**config.mk**
```make
export PLATFORM = sky130hd
export DESIGN_NAME = alu_op_sequencer
export DESIGN_NICKNAME = d
export VERILOG_FILES = /design/src/rtl/alu_op_sequencer_pkg.sv /design/src/rtl/alu_op_sequencer_mul_datapath.sv /design/src/rtl/alu_op_sequencer.sv
export SDC_FILE = /design/constraint.sdc
export NUM_CORES = 1
export LEC_CHECK = 0
export CORE_ASPECT_RATIO = 1.1
export CORE_MARGIN = 2
export CORE_UTILIZATION = 55
export DETAILED_ROUTE_END_ITERATION = 10
export DONT_BUFFER_PORTS = 1
export PLACE_DENSITY = 0.69
export SLEW_MARGIN = 20
export SYNTH_ARGS = -nofsm -noshare
export SYNTH_HDL_FRONTEND = slang
export SYNTH_SLANG_ARGS = --single-unit
```
**constraint.sdc**
```tcl
create_clock -name CLK -period 1.5 [get_ports CLK]
set_input_delay 0.45 -clock CLK [delete_from_list [all_inputs] [get_ports CLK]]
set_output_delay 0.45 -clock CLK [all_outputs]
set_load 0.05 [all_outputs]
```
**src/rtl/alu_op_sequencer_pkg.sv**
```systemverilog
// Shared definitions for alu_op_sequencer: opcodes, per-op slice select table, FSM states, idle drive.
// The MUL opcode is only legal when ALU_MUL_EN is defined.
package alu_op_sequencer_pkg;

    localparam logic [3:0] OP_ADD   = 4'd0;
    localparam logic [3:0] OP_SUB   = 4'd1;
    localparam logic [3:0] OP_AND   = 4'd2;
    localparam logic [3:0] OP_OR    = 4'd3;
    localparam logic [3:0] OP_XOR   = 4'd4;
    localparam logic [3:0] OP_NOTA  = 4'd5;
    localparam logic [3:0] OP_PASSA = 4'd6;
    localparam logic [3:0] OP_CMP   = 4'd7;
    localparam logic [3:0] OP_MUL   = 4'd8;

    // Safe drive while idle or in reset: both operands read as zero, logic mode, no carry.
    localparam logic [7:0] ALU_IDLE_AB_BAR = 8'hFF;
    localparam logic [3:0] ALU_IDLE_S      = 4'b0000;
    localparam logic       ALU_IDLE_M      = 1'b1;
    localparam logic       ALU_IDLE_CI     = 1'b1;

    typedef enum logic [1:0] {
        ST_IDLE  = 2'd0,
        ST_DRIVE = 2'd1,
        ST_MSTEP = 2'd2,
        ST_DONE  = 2'd3
    } seq_state_t;

    typedef struct packed {
        logic [3:0] s;
        logic       m;
        logic       ci;
    } alu_enc_t;

    // CI is the active-low carry pin: SUB drives 0 so the slice forms A + ~B + 1.
    function automatic alu_enc_t op_encoding(input logic [3:0] op);
        alu_enc_t enc;
        enc = '{s: ALU_IDLE_S, m: ALU_IDLE_M, ci: ALU_IDLE_CI};
        case (op)
            OP_ADD:   enc = '{s: 4'b1001, m: 1'b0, ci: 1'b1};
            OP_SUB:   enc = '{s: 4'b0110, m: 1'b0, ci: 1'b0};
            OP_AND:   enc = '{s: 4'b1011, m: 1'b1, ci: 1'b1};
            OP_OR:    enc = '{s: 4'b1110, m: 1'b1, ci: 1'b1};
            OP_XOR:   enc = '{s: 4'b0110, m: 1'b1, ci: 1'b1};
            OP_NOTA:  enc = '{s: 4'b0000, m: 1'b1, ci: 1'b1};
            OP_PASSA: enc = '{s: 4'b1111, m: 1'b1, ci: 1'b1};
            OP_CMP:   enc = '{s: 4'b0110, m: 1'b0, ci: 1'b1};
            OP_MUL:   enc = '{s: 4'b1001, m: 1'b0, ci: 1'b1};
            default:  enc = '{s: ALU_IDLE_S, m: ALU_IDLE_M, ci: ALU_IDLE_CI};
        endcase
        return enc;
    endfunction

    function automatic logic op_is_legal(input logic [3:0] op);
`ifdef ALU_MUL_EN
        return (op <= OP_MUL);
`else
        return (op <= OP_CMP);
`endif
    endfunction

endpackage

```
**src/rtl/alu_op_sequencer_mul_datapath.sv**
```systemverilog
// Product/shift register and iteration down-counter for the shift-and-add multiply.
// Only compiled when ALU_MUL_EN is defined.
`ifdef ALU_MUL_EN
module alu_seq_mul_datapath (
    input  logic        clk_i,
    input  logic        rst_n_i,
    input  logic        load_i,
    input  logic        step_i,
    input  logic [7:0]  b_i,
    input  logic [7:0]  sum_i,
    input  logic        carry_i,
    output logic [15:0] prod_o,
    output logic [15:0] prod_next_o,
    output logic        last_o
);
    logic [15:0] p_q;
    logic [2:0]  iter_q;

    // Multiplier bit set: the slices have just produced P[15:8] + A.
    always_comb begin
        prod_next_o = p_q[0] ? {carry_i, sum_i, p_q[7:1]} : {1'b0, p_q[15:1]};
    end

    always_ff @(posedge clk_i or negedge rst_n_i) begin
        if (!rst_n_i) begin
            p_q    <= 16'h0000;
            iter_q <= 3'd0;
        end else if (load_i) begin
            p_q    <= {8'h00, b_i};
            iter_q <= 3'd7;
        end else if (step_i) begin
            p_q    <= prod_next_o;
            iter_q <= iter_q - 3'd1;
        end
    end

    assign prod_o = p_q;
    assign last_o = (iter_q == 3'd0);

endmodule
`endif

```
**src/rtl/alu_op_sequencer.sv**
```systemverilog
// Issuing-side sequencer for two cascaded active-low 4-bit ALU slices (operands/result inverted at the pins).
// Define ALU_MUL_EN to add the multi-cycle 8x8 shift-and-add multiply (opcode 8).
module alu_op_sequencer
    import alu_op_sequencer_pkg::*;
#(
    parameter int SETTLE_CYC = 1
) (
    input  logic       CLK,
    input  logic       RESET_BAR,
    input  logic       REQ_VALID,
    output logic       REQ_READY,
    input  logic [3:0] REQ_OP,
    input  logic [7:0] REQ_A,
    input  logic [7:0] REQ_B,
    output logic [7:0] ALU_A_BAR,
    output logic [7:0] ALU_B_BAR,
    output logic [3:0] ALU_S,
    output logic       ALU_M,
    output logic       ALU_CI,
    input  logic [7:0] ALU_F_BAR,
    input  logic       ALU_CO,
    input  logic       ALU_AEQB,
    output logic       RES_VALID,
    input  logic       RES_READY,
    output logic [7:0] RES_DATA,
    output logic [7:0] RES_HI,
    output logic       RES_Z,
    output logic       RES_C,
    output logic       RES_EQ,
    output logic       RES_ERR
);
    localparam logic [2:0] SETTLE_LD = 3'(SETTLE_CYC);

    seq_state_t state_q, state_d;
    logic [2:0] cnt_q, cnt_d;
    logic [3:0] op_q, op_d;
    logic [7:0] alu_a_bar_q, alu_a_bar_d;
    logic [7:0] alu_b_bar_q, alu_b_bar_d;
    logic [3:0] alu_s_q, alu_s_d;
    logic       alu_m_q, alu_m_d;
    logic       alu_ci_q, alu_ci_d;
    logic       req_ready_q, req_ready_d;
    logic       res_valid_q, res_valid_d;
    logic [7:0] res_data_q, res_data_d;
    logic       res_z_q, res_z_d;
    logic       res_c_q, res_c_d;
    logic       res_eq_q, res_eq_d;
    logic       res_err_q, res_err_d;

    alu_enc_t   req_enc;
    logic [7:0] f_true;
    logic [7:0] cap_data;
    logic       accept;

    assign req_enc = op_encoding(REQ_OP);
    assign f_true  = ~ALU_F_BAR;
    assign accept  = REQ_VALID && req_ready_q && (state_q == ST_IDLE);

`ifdef ALU_MUL_EN
    logic [7:0]  res_hi_q, res_hi_d;
    logic        mul_load, mul_step, mul_last;
    logic [15:0] mul_prod, mul_prod_next;

    alu_seq_mul_datapath u_mul (
        .clk_i       (CLK),
        .rst_n_i     (RESET_BAR),
        .load_i      (mul_load),
        .step_i      (mul_step),
        .b_i         (REQ_B),
        .sum_i       (f_true),
        .carry_i     (~ALU_CO),
        .prod_o      (mul_prod),
        .prod_next_o (mul_prod_next),
        .last_o      (mul_last)
    );
`endif

    always_comb begin
        state_d     = state_q;
        cnt_d       = cnt_q;
        op_d        = op_q;
        alu_a_bar_d = alu_a_bar_q;
        alu_b_bar_d = alu_b_bar_q;
        alu_s_d     = alu_s_q;
        alu_m_d     = alu_m_q;
        alu_ci_d    = alu_ci_q;
        res_valid_d = res_valid_q;
        res_data_d  = res_data_q;
        res_z_d     = res_z_q;
        res_c_d     = res_c_q;
        res_eq_d    = res_eq_q;
        res_err_d   = res_err_q;
        cap_data    = 8'h00;
`ifdef ALU_MUL_EN
        res_hi_d    = res_hi_q;
        mul_load    = 1'b0;
        mul_step    = 1'b0;
`endif
        case (state_q)
            ST_IDLE: begin
                if (accept) begin
                    op_d = REQ_OP;
                    if (!op_is_legal(REQ_OP)) begin
                        // Illegal ops leave the slice drive untouched and report straight away.
                        state_d     = ST_DONE;
                        res_valid_d = 1'b1;
                        res_err_d   = 1'b1;
                        res_data_d  = 8'h00;
                        res_z_d     = 1'b0;
                        res_c_d     = 1'b0;
                        res_eq_d    = 1'b0;
`ifdef ALU_MUL_EN
                        res_hi_d    = 8'h00;
`endif
                    end else begin
                        state_d     = ST_DRIVE;
                        cnt_d       = SETTLE_LD;
                        alu_a_bar_d = ~REQ_A;
                        alu_b_bar_d = ~REQ_B;
                        alu_s_d     = req_enc.s;
                        alu_m_d     = req_enc.m;
                        alu_ci_d    = req_enc.ci;
`ifdef ALU_MUL_EN
                        if (REQ_OP == OP_MUL) begin
                            mul_load    = 1'b1;
                            alu_b_bar_d = ALU_IDLE_AB_BAR;
                        end
`endif
                    end
                end
            end
            ST_DRIVE: begin
`ifdef ALU_MUL_EN
                if (op_q == OP_MUL) begin
                    state_d = ST_MSTEP;
                    cnt_d   = SETTLE_LD;
                end else
`endif
                if (cnt_q == 3'd0) begin
                    cap_data    = (op_q == OP_CMP) ? ~alu_a_bar_q : f_true;
                    res_data_d  = cap_data;
                    res_z_d     = (cap_data == 8'h00);
                    res_c_d     = (op_q == OP_ADD) ? ~ALU_CO :
                                  ((op_q == OP_SUB) || (op_q == OP_CMP)) ? ALU_CO : 1'b0;
                    res_eq_d    = (op_q == OP_CMP) && ALU_AEQB;
                    res_err_d   = 1'b0;
`ifdef ALU_MUL_EN
                    res_hi_d    = 8'h00;
`endif
                    res_valid_d = 1'b1;
                    state_d     = ST_DONE;
                end else begin
                    cnt_d = cnt_q - 3'd1;
                end
            end
`ifdef ALU_MUL_EN
            ST_MSTEP: begin
                // Every iteration takes the full settle time so multiply latency is data independent.
                if (cnt_q == 3'd0) begin
                    mul_step = 1'b1;
                    if (mul_last) begin
                        res_data_d  = mul_prod_next[7:0];
                        res_hi_d    = mul_prod_next[15:8];
                        res_z_d     = (mul_prod_next == 16'h0000);
                        res_c_d     = 1'b0;
                        res_eq_d    = 1'b0;
                        res_err_d   = 1'b0;
                        res_valid_d = 1'b1;
                        state_d     = ST_DONE;
                    end else begin
                        cnt_d = SETTLE_LD;
                    end
                end else begin
                    cnt_d = cnt_q - 3'd1;
                end
            end
`endif
            ST_DONE: begin
                if (RES_READY) begin
                    res_valid_d = 1'b0;
                    state_d     = ST_IDLE;
                end
            end
            default: state_d = ST_IDLE;
        endcase
        // Registered so READY stays low through reset and rises on the first edge after it.
        req_ready_d = (state_d == ST_IDLE);
    end

    always_ff @(posedge CLK or negedge RESET_BAR) begin
        if (!RESET_BAR) begin
            state_q     <= ST_IDLE;
            cnt_q       <= 3'd0;
            op_q        <= 4'd0;
            alu_a_bar_q <= ALU_IDLE_AB_BAR;
            alu_b_bar_q <= ALU_IDLE_AB_BAR;
            alu_s_q     <= ALU_IDLE_S;
            alu_m_q     <= ALU_IDLE_M;
            alu_ci_q    <= ALU_IDLE_CI;
            req_ready_q <= 1'b0;
            res_valid_q <= 1'b0;
            res_data_q  <= 8'h00;
            res_z_q     <= 1'b0;
            res_c_q     <= 1'b0;
            res_eq_q    <= 1'b0;
            res_err_q   <= 1'b0;
        end else begin
            state_q     <= state_d;
            cnt_q       <= cnt_d;
            op_q        <= op_d;
            alu_a_bar_q <= alu_a_bar_d;
            alu_b_bar_q <= alu_b_bar_d;
            alu_s_q     <= alu_s_d;
            alu_m_q     <= alu_m_d;
            alu_ci_q    <= alu_ci_d;
            req_ready_q <= req_ready_d;
            res_valid_q <= res_valid_d;
            res_data_q  <= res_data_d;
            res_z_q     <= res_z_d;
            res_c_q     <= res_c_d;
            res_eq_q    <= res_eq_d;
            res_err_q   <= res_err_d;
        end
    end

`ifdef ALU_MUL_EN
    always_ff @(posedge CLK or negedge RESET_BAR) begin
        if (!RESET_BAR) res_hi_q <= 8'h00;
        else            res_hi_q <= res_hi_d;
    end

    assign RES_HI    = res_hi_q;
    assign ALU_B_BAR = (state_q == ST_MSTEP) ? ~mul_prod[15:8] : alu_b_bar_q;
`else
    assign RES_HI    = 8'h00;
    assign ALU_B_BAR = alu_b_bar_q;
`endif

    assign REQ_READY = req_ready_q;
    assign ALU_A_BAR = alu_a_bar_q;
    assign ALU_S     = alu_s_q;
    assign ALU_M     = alu_m_q;
    assign ALU_CI    = alu_ci_q;
    assign RES_VALID = res_valid_q;
    assign RES_DATA  = res_data_q;
    assign RES_Z     = res_z_q;
    assign RES_C     = res_c_q;
    assign RES_EQ    = res_eq_q;
    assign RES_ERR   = res_err_q;

endmodule

```
After elaboration in Yosys (flattened, before gate mapping). Memories as Yosys holds them, arrays and structs flattened. A register that Yosys moved wholly into a read port is not among the register bits. Cells that the tools add are included.

$add $sub $neg: 1. Order comparisons: 1. Equal/unequal tests: 10. Muxes and demuxes: 31. Bitwise gates (word level): 5. Reductions and logical operators: 17.

Operators by type and width (number): 8-bit two-way mux (4); 8-bit inverter (4); 8-bit one-hot mux with 2 select lines (1); 1-bit two-way mux (12); 2-bit inequality test, second input constant (5); 3-bit two-way mux (3); 8-bit zero test (1); 2-bit two-way mux (4); 1-bit one-hot mux with 2 select lines (4); 4-bit AND reduction (2); 2-bit one-hot mux with 3 select lines (1); 3-bit one-hot mux with 2 select lines (1); 5-bit AND reduction (1); 4-bit by 1-bit equality test with 1-bit output, second input constant (1); 4-bit by 3-bit equality test with 1-bit output, second input constant (1); 4-bit by 3-bit less-or-equal comparator with 1-bit output, second input constant (1); 2-bit zero test (2); 4-bit zero test (1); 1-bit logical AND (3); 3-bit zero test (1); 1-bit one-hot mux with 3 select lines (1); 3-bit AND reduction (1); 3-bit nonzero test (1); 3-bit by 1-bit subtractor with 3-bit output, second input constant (1); other kinds (8) (8).

Bits in registers: 39. ROM bits: 96. Input port bits: 34. Output and inout port bits: 44. Logic and storage cells: 78. Memories kept: 1.

Memory list: (no name shown) (depth 16, width 6, read ports 1, clocked after memory_dff 1, write ports 0, RTL line alu_op_sequencer_pkg.sv:38) `case (op)`.

Longest topological paths before layout. Gate-level depths: netlist of run 1.

Depth in word-level cells: 6. Depth in mapped cells: 7. Mapped depth without buffers: 6.

Worst setup path after synthesis of run 1. OpenSTA, ideal clock, no wires.

Path kind: reg2reg. Start: reg req_ready_q (netlist: REQ_READY). End: reg res_z_q (netlist: RES_Z). Library setup time: 124 ps. Arrival time: 1444 ps. Required time: 1376 ps. Slack: -68 ps. Stages on the path, launching flop included: 5. Buffers on the path: 1. Period minus slack after synthesis: 1568 ps. Cells stage by stage: dfrtp_1 nand4b_4 a21o_1 buf_6 a211o_1.

Cells in the longest elaborated chain, start to end: 4.

Ends and longest elaborated chain: start, declared (RTL line alu_op_sequencer.sv:42) `logic req_ready_q, req_ready_d;`; start signal, assigned (RTL line alu_op_sequencer.sv:216) `req_ready_q <= req_ready_d;`; 1-bit logical AND (2 in a row) (RTL line alu_op_sequencer.sv:57) `assign accept = REQ_VALID && req_ready_q && (state_q == ST_IDLE);`; 2-bit inequality test (no line); 4-bit AND reduction (no line); end signal, assigned (RTL line alu_op_sequencer.sv:219) `res_z_q <= res_z_d;`; end, declared (RTL line alu_op_sequencer.sv:45) `logic res_z_q, res_z_d;`.

No other way between the ends. A chain may end at the register's enable or synchronous reset.

Final worst setup path of run 1.
Start: reg cnt_q[1]. End: reg cnt_q[0].

Cells in the longest elaborated chain, start to end: 3.

Ends and longest elaborated chain: start, declared (RTL line alu_op_sequencer.sv:35) `logic [2:0] cnt_q, cnt_d;`; start signal, assigned (RTL line alu_op_sequencer.sv:209) `cnt_q <= cnt_d;`; 3-bit zero test (RTL line alu_op_sequencer.sv:139) `if (cnt_q == 3'd0) begin`; 2-bit inequality test (no line); 4-bit AND reduction (no line).

No other way between the ends.

==> out/results.ini, run 1 <==
[run_status]
status = complete, no violations

[final_layout]
areaGrowthSynthToFinish_pct = 15.7
fin_nets = 252
instances_no_fill = 267
drive_gt1_share_pct = 30.9
n_antenna_cell = 0
fin_area_um2 = 2470

[global_route]
grt_max_degree = 46
antenna_found_initial = 0
grt_pass1_vias = 1606
grt.overflow.total = 0
grt_pass1_wl_mm = 7.56
track_usage_pct = 22.0

[route]
routed-wl-met3_um = 455
wire_per_inst_um = 17.8
highest_layer = met4
dr_total_vias = 1617
drtPass1Iterations = 4
dr_wl_met2_mm = 2.37
ant_nets = 0
first_iter_violations = 152
wirelength_mm = 4.75
drcViolationCount = 0
m1WireLength_mm = 1.82
via_per_inst = 6.06

[die]
dieArea_um2 = 4400
initial_core_util_pct = 58.1
fp.coreArea_um2 = 3680
boundaryPins = 78
die_w_um = 63.5
rows = 23
die_h_um = 69.4

[sta]
worstMarginPinSlew_ns = 0.508
maxSlewHeadroom_pct = 66.2
period_share_pct = 99.0
hold_viol = 0
fmax_mhz = 674
finalSetupViolCount = 0
rsz0062_at_grt = true
hold_slack_ns = 0.217
fin_crit_ns = 1.48
drv_slew = 0
skew_ns = 0.00668

[worst_setup_path]
crit_family = simple AND/OR/NAND/NOR gates
cp_num_cells = 6
critPathKind = reg2reg
critPathSlowestCell = or3b_4
path_max_fanout = 6
critPathBufInv = 1
startpoint_type = register
cp_cell_sequence = inv_1, ha_2, ha_4, or3b_4, and2_4, a21oi_2
cp-end-kind = register
crit_required_ns = 1.74
cp_data_arrival_time_ns = 1.72
crit_path_max_incr_delay_ns = 0.40
reg2reg_depth = 6

[synth]
synthTopCellsByArea = dfrtp_1 (32%), dfstp_2 (22%), o21ai_0 (9.6%)
avgSynthCellArea_um2 = 10.5
synth_edf_count = 0
postSynthCellCount = 203
synth-async-reset-ratio_pct = 100
ys_seq_elements = 45
netlist_area_um2 = 2140
synth_ff_type = dfrtp_1
ys_warn_count = 0
yosysTopAreaCellShare_pct = 31.6
seq_area_frac_synth_pct = 53.7
synth_cell_types = 43
synth_top_cell_by_area = dfrtp_1

[clock_tree]
clock_latency_ns = 0.30
cts.path.max_buffers = 2
htreeDepth = 2
cts.sinks = 45
cts_root_buf = clkbuf_8
cts_buffers = 5
cts_tree = done
path_clk_slew_ns = 0.09

[pwr]
leakage_nw = 1.06
powerDensity_nw_per_um2 = 2640
total_power_mw = 6.53
peakVddDrop_v = 0.00166

[min_path]
holdPathStages = 1
hold_path_class = in2reg

[placed_design]
dp.final_hpwl_mm = 3.31
place_area_um2 = 2200
dpl.cell_count = 252
port_buffers = 0
gp_congestion = 0.826

[job]
drv_cap = 0

==> where the power goes <==
part           switching, mW  internal, mW
sequential              1.72          1.96
clock                  0.414         0.475
combinational           1.03         0.931
==> synthesized netlist by cell type (3+ instances only) <==
library cell / n
clkbuf_1: 5
nand4_1: 4
inv_1: 7
nor2_1: 3
buf_6: 4
dfrtp_1: 27
o21ai_0: 41
o21ai_1: 5
nand2_1: 28
dfstp_2: 18
mux2_2: 4
buf_4: 8
nor4_1: 3
clkbuf_2: 3
a32o_1: 8
==> flip-flops by register name (all words and copies together), names as in the netlist <==
name / flops
RES_DATA: 8
ALU_A_BAR: 8
ALU_B_BAR: 8
RES_Z: 1
state_q: 2
ALU_M: 1
RES_C: 1
RES_EQ: 1
REQ_READY: 1
ALU_CI: 1
op_q: 4
ALU_S: 4
cnt_q: 3
RES_VALID: 1
RES_ERR: 1
==> metal layers <==
metal | vias to the layer above | track usage (%)
li1 | 730 | -
met1 | 794 | 27.2
met2 | 82 | 35.9
met3 | 11 | 7.79
met4 | 0 | 7.25
met5 | - | 0
==> placed cells by master, fill, tap and decap left out, types with 5 or more instances in the layout <==
| cell type | n |
|---|---|
| nand2_1 | 27 |
| inv_1 | 7 |
| o21ai_0 | 41 |
| conb_1 | 8 |
| a32o_1 | 8 |
| dfrtp_1 | 26 |
| buf_4 | 15 |
| clkbuf_8 | 6 |
| o21ai_1 | 5 |
| dfstp_2 | 14 |
==> layout make-up <==
cell class,count,area (um^2)
fill,283,1210
sequential,45,1160
multi-input combinational,136,896
timing repair buffer,21,210
clock buffer,7,108
tap,50,62.6
inverter,7,26.3
clock inverter,1,7.51
==> metrics by stage <==
step / util [%] / worst slack (ns) / setup TNS (ns)
after floorplan: - / -0.000183 / -0.000183
after global placement: 59.8 / -0.00557 / -0.00557
after detailed placement: 59.8 / -0.0594 / -0.167
after CTS: 64.2 / 0.00300 / 0
after global routing: 67.2 / -0.0318 / -0.197
final: 67.2 / 0.0156 / 0
==> worst reg2reg max path: stages (launching register included) <==
cell	delay [ns]
dfrtp_1	0.36
inv_1	0.05
ha_2	0.18
ha_4	0.18
or3b_4	0.40
and2_4	0.16
a21oi_2	0.10
==> timing repair <==
item	in CTS	in global routing
gates cloned	1	0
setup buffers	0	4
pin swaps	4	4
endpoints found under the setup margin	9	15
gates resized for setup	10	10
endpoints found under the hold margin	45	45
==> final timing paths <==
kind,to,slack [ns],start
min reg2reg,ALU_A_BAR[0],0.54,ALU_A_BAR[0]
max in group asynchronous,ALU_A_BAR[2],0.57,RESET_BAR
min in group asynchronous,state_q[1],0.65,RESET_BAR
max,cnt_q[0],0.02,cnt_q[1]
min,ALU_B_BAR[1],0.22,REQ_B[1]
max reg2reg,cnt_q[0],0.02,cnt_q[1]
==> logic make-up (layout without fill, tap and decap cells) <==
family	after synthesis	after routing	share of synthesized area, %
DFF	45	45	53.7
buffers and inverters	30	36	8.37
and+or+nand+nor	53	53	15.0
adders and majority gates	3	3	1.64
xor gates and xnor gates	2	2	0.819
other	1	8	0.175
muxes	4	4	2.11
AOI/OAI and AO/OA	65	66	18.1
No activity file was read; power rests on OpenSTA's default activity.
==> run 2, diff against run 1 <==
--- a/config.mk
+++ b/config.mk
@@ -7,11 +7,9 @@
 export LEC_CHECK = 0
 export CORE_ASPECT_RATIO = 1.1
 export CORE_MARGIN = 2
-export CORE_UTILIZATION = 55
+export CORE_UTILIZATION = 40
 export DETAILED_ROUTE_END_ITERATION = 10
-export DONT_BUFFER_PORTS = 1
-export PLACE_DENSITY = 0.69
-export SLEW_MARGIN = 20
+export PLACE_DENSITY = 0.72
 export SYNTH_ARGS = -nofsm -noshare
 export SYNTH_HDL_FRONTEND = slang
 export SYNTH_SLANG_ARGS = --single-unit
==> run 2 against run 1 <==
Compared with the run above:
- power increased by 26%
- via count increased by 14%
- sequential power decreased by 31%
- sequential share of layout area decreased by 14 points
- cell area increased by 39%
- clock skew increased by 0.00070 ns
- count of clock-buffer cells in the layout unchanged
- die area increased by 35%
- maximum frequency decreased by 0.18%
- wire length increased by 13%
- worst setup slack got worse by 0.0026 ns
- highest routed layer unchanged
==> out/results.ini, run 2 (same netlist as run 1, synthesis figures left out) <==
[run_status]
status = complete, no violations

[global_route]
track_usage_pct = 19.3  ; -2.7 points
grt_max_degree = 34  ; -26%
grt_pass1_wl_mm = 8.64  ; +14%
grt.overflow.total = 0  ; unchanged
grt_pass1_vias = 1741  ; +8.4%
antenna_found_initial = 0  ; unchanged

[placed_design]
pre_cts_ws_ns = -0.411  ; -0.352 ns
gp_congestion = 0.784  ; -5.0%
port_buffers = 69  ; +69
dp.final_hpwl_mm = 3.72  ; +12%

[route]
wirelength_mm = 5.36  ; +13%
ant_nets = 0  ; unchanged
drtPass1Iterations = 5  ; +1
drcViolationCount = 0  ; unchanged
dr_total_vias = 1838  ; +14%
wire_per_inst_um = 15.7  ; -12%
first_iter_violations = 107  ; -30%
via_per_inst = 5.37  ; -11%

[worst_setup_path]
startpoint = ALU_A_BAR[0]
crit_required_ns = 1.05  ; -0.69 ns
critPathKind = reg2out
reg2reg_from = cnt_q[0]
critPathSlowestCell = dfstp_2
path_max_fanout = 4  ; -2
crit_path_max_incr_delay_ns = 0.59  ; +0.19 ns
r2r_end = RES_Z
cp_num_cells = 1  ; -5
cp-end-kind = output pin
r2r_setup_slack_ns = 0.03  ; about the same
crit_family = flip-flops
critPathBufInv = 1  ; unchanged
cp_cell_sequence = buf_12
startpoint_type = register
reg2reg_depth = 6  ; unchanged
cp_data_arrival_time_ns = 1.04  ; -0.68 ns
cp-endpoint = ALU_A_BAR[0]

[final_layout]
areaGrowthSynthToFinish_pct = 61.1
postLayoutCoreUtil_pct = 68.0  ; +0.79 points
n_antenna_cell = 0  ; unchanged
fin_nets = 319  ; +27%
mostFrequentLayoutCell = o21ai_0
layout_common_cells = o21ai_0 (41), buf_12 (37), clkdlybuf4s50_1 (30)
drive_gt1_share_pct = 37.0  ; +6.1 points

[sta]
fmax_mhz = 673  ; -0.18%
fin_crit_ns = 1.49  ; +0.00260 ns
drv_slew = 0  ; unchanged
hold_slack_ns = 0.0400  ; -0.177 ns
hold_viol = 0  ; unchanged
finalSetupViolCount = 0  ; unchanged
period_share_pct = 99.1  ; +0.17 points
rsz0062_at_grt = true
skew_ns = 0.00738  ; +0.000704 ns
setup_slack_ns = 0.0130  ; -0.00260 ns

[pwr]
powerDensity_nw_per_um2 = 2390  ; -9.5%
leakage_nw = 1.47  ; +39%
total_power_mw = 8.23  ; +26%
peakVddDrop_v = 0.00159  ; -4.0%

[min_path]
hold_path_class = in2async

[die]
boundaryPins = 78  ; unchanged
initial_core_util_pct = 42.2  ; -16 points
die_h_um = 80.7  ; +16%
dieArea_um2 = 5950  ; +35%
fp.coreArea_um2 = 5070  ; +38%
rows = 27  ; +17%
die_w_um = 73.7  ; +16%

[clock_tree]
cts_buffers = 5  ; unchanged
htreeDepth = 2  ; unchanged
cts_root_buf = clkbuf_8
cts.path.max_buffers = 2  ; unchanged
clock_latency_ns = 0.30  ; about the same
cts.sinks = 45  ; unchanged
path_clk_slew_ns = 0.08  ; about the same
cts_tree = done

[job]
drv_cap = 0  ; unchanged

run 2: repair_timing:
item                                    4_1_cts  5_1_grt
resized for setup                            11        2
setup buffers                                 1        5
pin swaps                                     2        4
cloned                                        2        0
hold buffers                                  0        0
endpoints found under the setup margin       22       20
run 2: worst min-delay path by stage:
stage               from  endpoint  cells past startpoint
3_3_place_gp   RESET_BAR  ALU_S[1]                      1
4_1_cts        RESET_BAR  ALU_S[1]                      1
5_1_grt        RESET_BAR  ALU_S[1]                      1
2_1_floorplan  RESET_BAR  ALU_S[0]                      0
3_5_place_dp   RESET_BAR  ALU_S[1]                      1
6_report       RESET_BAR  ALU_S[1]                      1
run 2: per-layer routing:
| layer | vias up | GRT usage [%] | share of wire, % |
|---|---|---|---|
| li1 | 871 | - | - |
| met1 | 876 | 25.3 | 42 |
| met2 | 82 | 30.7 | 50 |
| met3 | 9 | 4.89 | 7.0 |
| met4 | 0 | 6.55 | 1.7 |
| met5 | - | 0 | 0 |
run 2: power by group:
group	internal (mW)	total, mW	switching (mW)
Combinational	2.40	4.87	2.46
Sequential	1.93	2.55	0.622
Clock	0.416	0.815	0.399
Total	4.75	8.23	3.48
run 2: cell type report:
type	instances	area [um^2]
Clock buffer	7	96.3
Clock inverter	1	5.00
Fill cell	367	1620
Inverter	7	26.3
Multi-Input combinational cell	136	893
Sequential cell	45	1150
Tap cell	58	72.6
Timing Repair Buffer	88	1200
run 2: stage by stage:
stage          setup TNS (ns)  area (um^2)  std cells
2_1_floorplan       -0.000183         2190        210
3_3_place_gp           -12.39         3250        326
3_5_place_dp           -13.29         3250        326
4_1_cts                     0         3400        337
5_1_grt               -0.0968         3440        342
6_report                    0         3440        342
==> run 3, diff against run 2 <==
--- a/config.mk
+++ b/config.mk
@@ -9,6 +9,7 @@
 export CORE_MARGIN = 2
 export CORE_UTILIZATION = 40
 export DETAILED_ROUTE_END_ITERATION = 10
+export GPL_TIMING_DRIVEN = 0
 export PLACE_DENSITY = 0.72
 export SYNTH_ARGS = -nofsm -noshare
 export SYNTH_HDL_FRONTEND = slang
==> run 3 against run 2 <==
Compared with the run above:
- the flow now finishes with violations (setup timing)
- flip-flop and latch count did not move
- hold slack worse by 0.033 ns
- power shrank 13%
- critical path type is now reg2reg
- count of clock-buffer cells in the layout grew 1
- register-to-register slack got worse by 0.04 ns
- cell area is 10% lower
- first-iteration DRC count increased by 40%
- die area stayed put
- sequential power fell by 8.2%
- final cell count up 3.2%
- critical path depth grew 6
==> out/results.ini, run 3 (same netlist as run 1, synthesis figures left out) <==
[clock_tree]
path_clk_slew_ns = 0.08  ; about the same
cts_buffers = 5  ; unchanged
clock_latency_ns = 0.30  ; about the same
cts.path.max_buffers = 2  ; unchanged
cts_root_buf = clkbuf_8
holdBufCountCts = 0  ; unchanged
htreeDepth = 2  ; unchanged
cts.sinks = 45  ; unchanged
cts_tree = done

[die]
initial_core_util_pct = 42.2  ; unchanged
fp.coreArea_um2 = 5070  ; unchanged
boundaryPins = 78  ; unchanged
dieArea_um2 = 5950  ; unchanged
die_w_um = 73.7  ; unchanged
die_h_um = 80.7  ; unchanged
rows = 27  ; unchanged

[final_layout]
instances_no_fill = 353  ; +3.2%
fin_nets = 330  ; +3.4%
areaGrowthSynthToFinish_pct = 44.3
drive_gt1_share_pct = 36.9  ; about the same
layout_common_cells = o21ai_0 (28), clkdlybuf4s50_1 (28), nand2_1 (27)
n_antenna_cell = 0  ; unchanged

[pwr]
swShare_pct = 46.3  ; +4.0 points
internal_power_mw = 3.82  ; -19%
p_comb_share_pct = 56.2  ; -2.9 points
powerDensity_nw_per_um2 = 2310  ; -3.4%
peakVddDrop_v = 0.00128  ; -19%
p_sw_mw = 3.30  ; -5.3%
leakage_nw = 1.39  ; -5.8%
clockPowerShare_pct = 11.0  ; +1.1 points
power_frac_seq_pct = 32.9  ; +1.9 points

[run_status]
violations = setup timing
status = finished with violations

[sta]
skew_ns = 0.00698  ; -0.000408 ns
fmax_mhz = 664  ; -1.3%
rsz0062_at_grt = true
drv_slew = 0  ; unchanged
setup_slack_ns = -0.00707  ; -0.0201 ns
fin_crit_ns = 1.51  ; +0.0201 ns
finalSetupViolCount = 1  ; +1
hold_viol = 0  ; unchanged
period_share_pct = 100  ; +1.3 points

[route]
ant_nets = 0  ; unchanged
highest_layer = met4
m1WireLength_mm = 2.40  ; +7.0%
drcViolationCount = 0  ; unchanged
drtPass1Iterations = 4  ; -1
first_iter_violations = 150  ; +40%
dr_wl_met2_mm = 2.44  ; -7.8%
routed-wl-met3_um = 282  ; -25%
wire_per_inst_um = 14.9  ; -5.1%
wirelength_mm = 5.24  ; -2.1%
dr_total_vias = 1801  ; -2.0%
via_per_inst = 5.10  ; -5.1%

[global_route]
track_usage_pct = 18.7  ; -0.61 points
grt_pass1_vias = 1691  ; -2.9%
grt.overflow.total = 0  ; unchanged
grt_max_degree = 36  ; +5.9%
antenna_found_initial = 0  ; unchanged
grt_pass1_wl_mm = 8.34  ; -3.5%

[placed_design]
port_buffers = 67  ; -2.9%
dpl.cell_count = 336  ; +3.1%
dp.final_hpwl_mm = 3.71  ; -0.34%
gp_congestion = 0.829  ; +5.7%
pre_cts_ws_ns = -0.504  ; -0.0928 ns

[worst_setup_path]
crit_required_ns = 1.69  ; +0.64 ns
startpoint_type = register
critPathKind = reg2reg
cp-end-kind = register
path_max_fanout = 10  ; +6
cp_data_arrival_time_ns = 1.70  ; +0.66 ns

[job]
drv_cap = 0  ; unchanged

[min_path]
hold_path_class = in2async

-- run 3: cell count changes in the layout (fill, tap and decap cells not counted), moves of 6 or more --
cell      change
buf_12       -36
buf_2        +17
buf_6        +14
buf_8         +6
clkbuf_1      +6
o21ai_0      -13
o21ai_1      +13
-- run 3: per-layer routing --
layer  GRT usage (%)  up-vias
li1                -      892
met3            3.26        9
met2            29.5       62
met5               0        -
met1            24.9      838
met4            8.18        0
-- run 3: power groups by stage --
stage / Combinational [mW] / Clock (mW) / Sequential (mW)
after global placement: 3.77 / 0 / 2.30
after floorplan: 1.19 / 0 / 3.74
after global routing: 4.24 / 0.846 / 2.43
after detailed placement: 3.84 / 0 / 2.32
after CTS: 3.88 / 0.795 / 2.33
final: 4.00 / 0.781 / 2.34
-- run 3: worst paths after layout --
kind	endpoint	slack, ns	cells after the start	from
worst max-delay path	RES_Z	-0.007	7	cnt_q[0]
worst min-delay path	ALU_S[0]	0.007	1	RESET_BAR
worst max register to register	RES_Z	-0.007	7	cnt_q[0]
worst min register to register	RES_VALID	0.48	2	RES_VALID
max in group asynchronous	ALU_A_BAR[5]	0.95	2	RESET_BAR
min in group CLK	RES_VALID	0.48	2	RES_VALID
-- run 3: cell type report --
class,instances,area [um^2]
Timing Repair Buffer,79,723
Inverter,7,26.3
Buffer,21,150
Sequential cell,45,1150
Tap cell,58,72.6
Multi-Input combinational cell,135,873
Clock buffer,8,90.1
Fill cell,467,1980
-- run 3: timing repair --
item	4_1_cts	5_1_grt
setup endpoints to repair	73	55
resized for setup	185	59
setup buffers	4	6
pin swaps	4	2
gates cloned	0	1
-- run 3: worst max-delay path, cell delays in order (launching register included) --
cell and delay (ns):
dfrtp_1 0.38, inv_2 0.08, ha_4 0.14, ha_4 0.15
nand2_2 0.06, a21o_1 0.16, buf_6 0.14, a211o_1 0.28
-- run 3: through the flow --
stage	TNS, ns	util (%)	power, mW	area, um^2	hold slack [ns]
floorplan	-0.000183	-	4.93	2190	0.154
CTS	-0.00497	60.7	7.00	3080	0.00968
finish	-0.00707	60.9	7.12	3090	0.00749
global placement	-68.66	57.8	6.07	2930	0.462
detailed placement	-23.37	58.1	6.16	2950	0.338
global route	-0.265	60.9	7.51	3090	0.0136
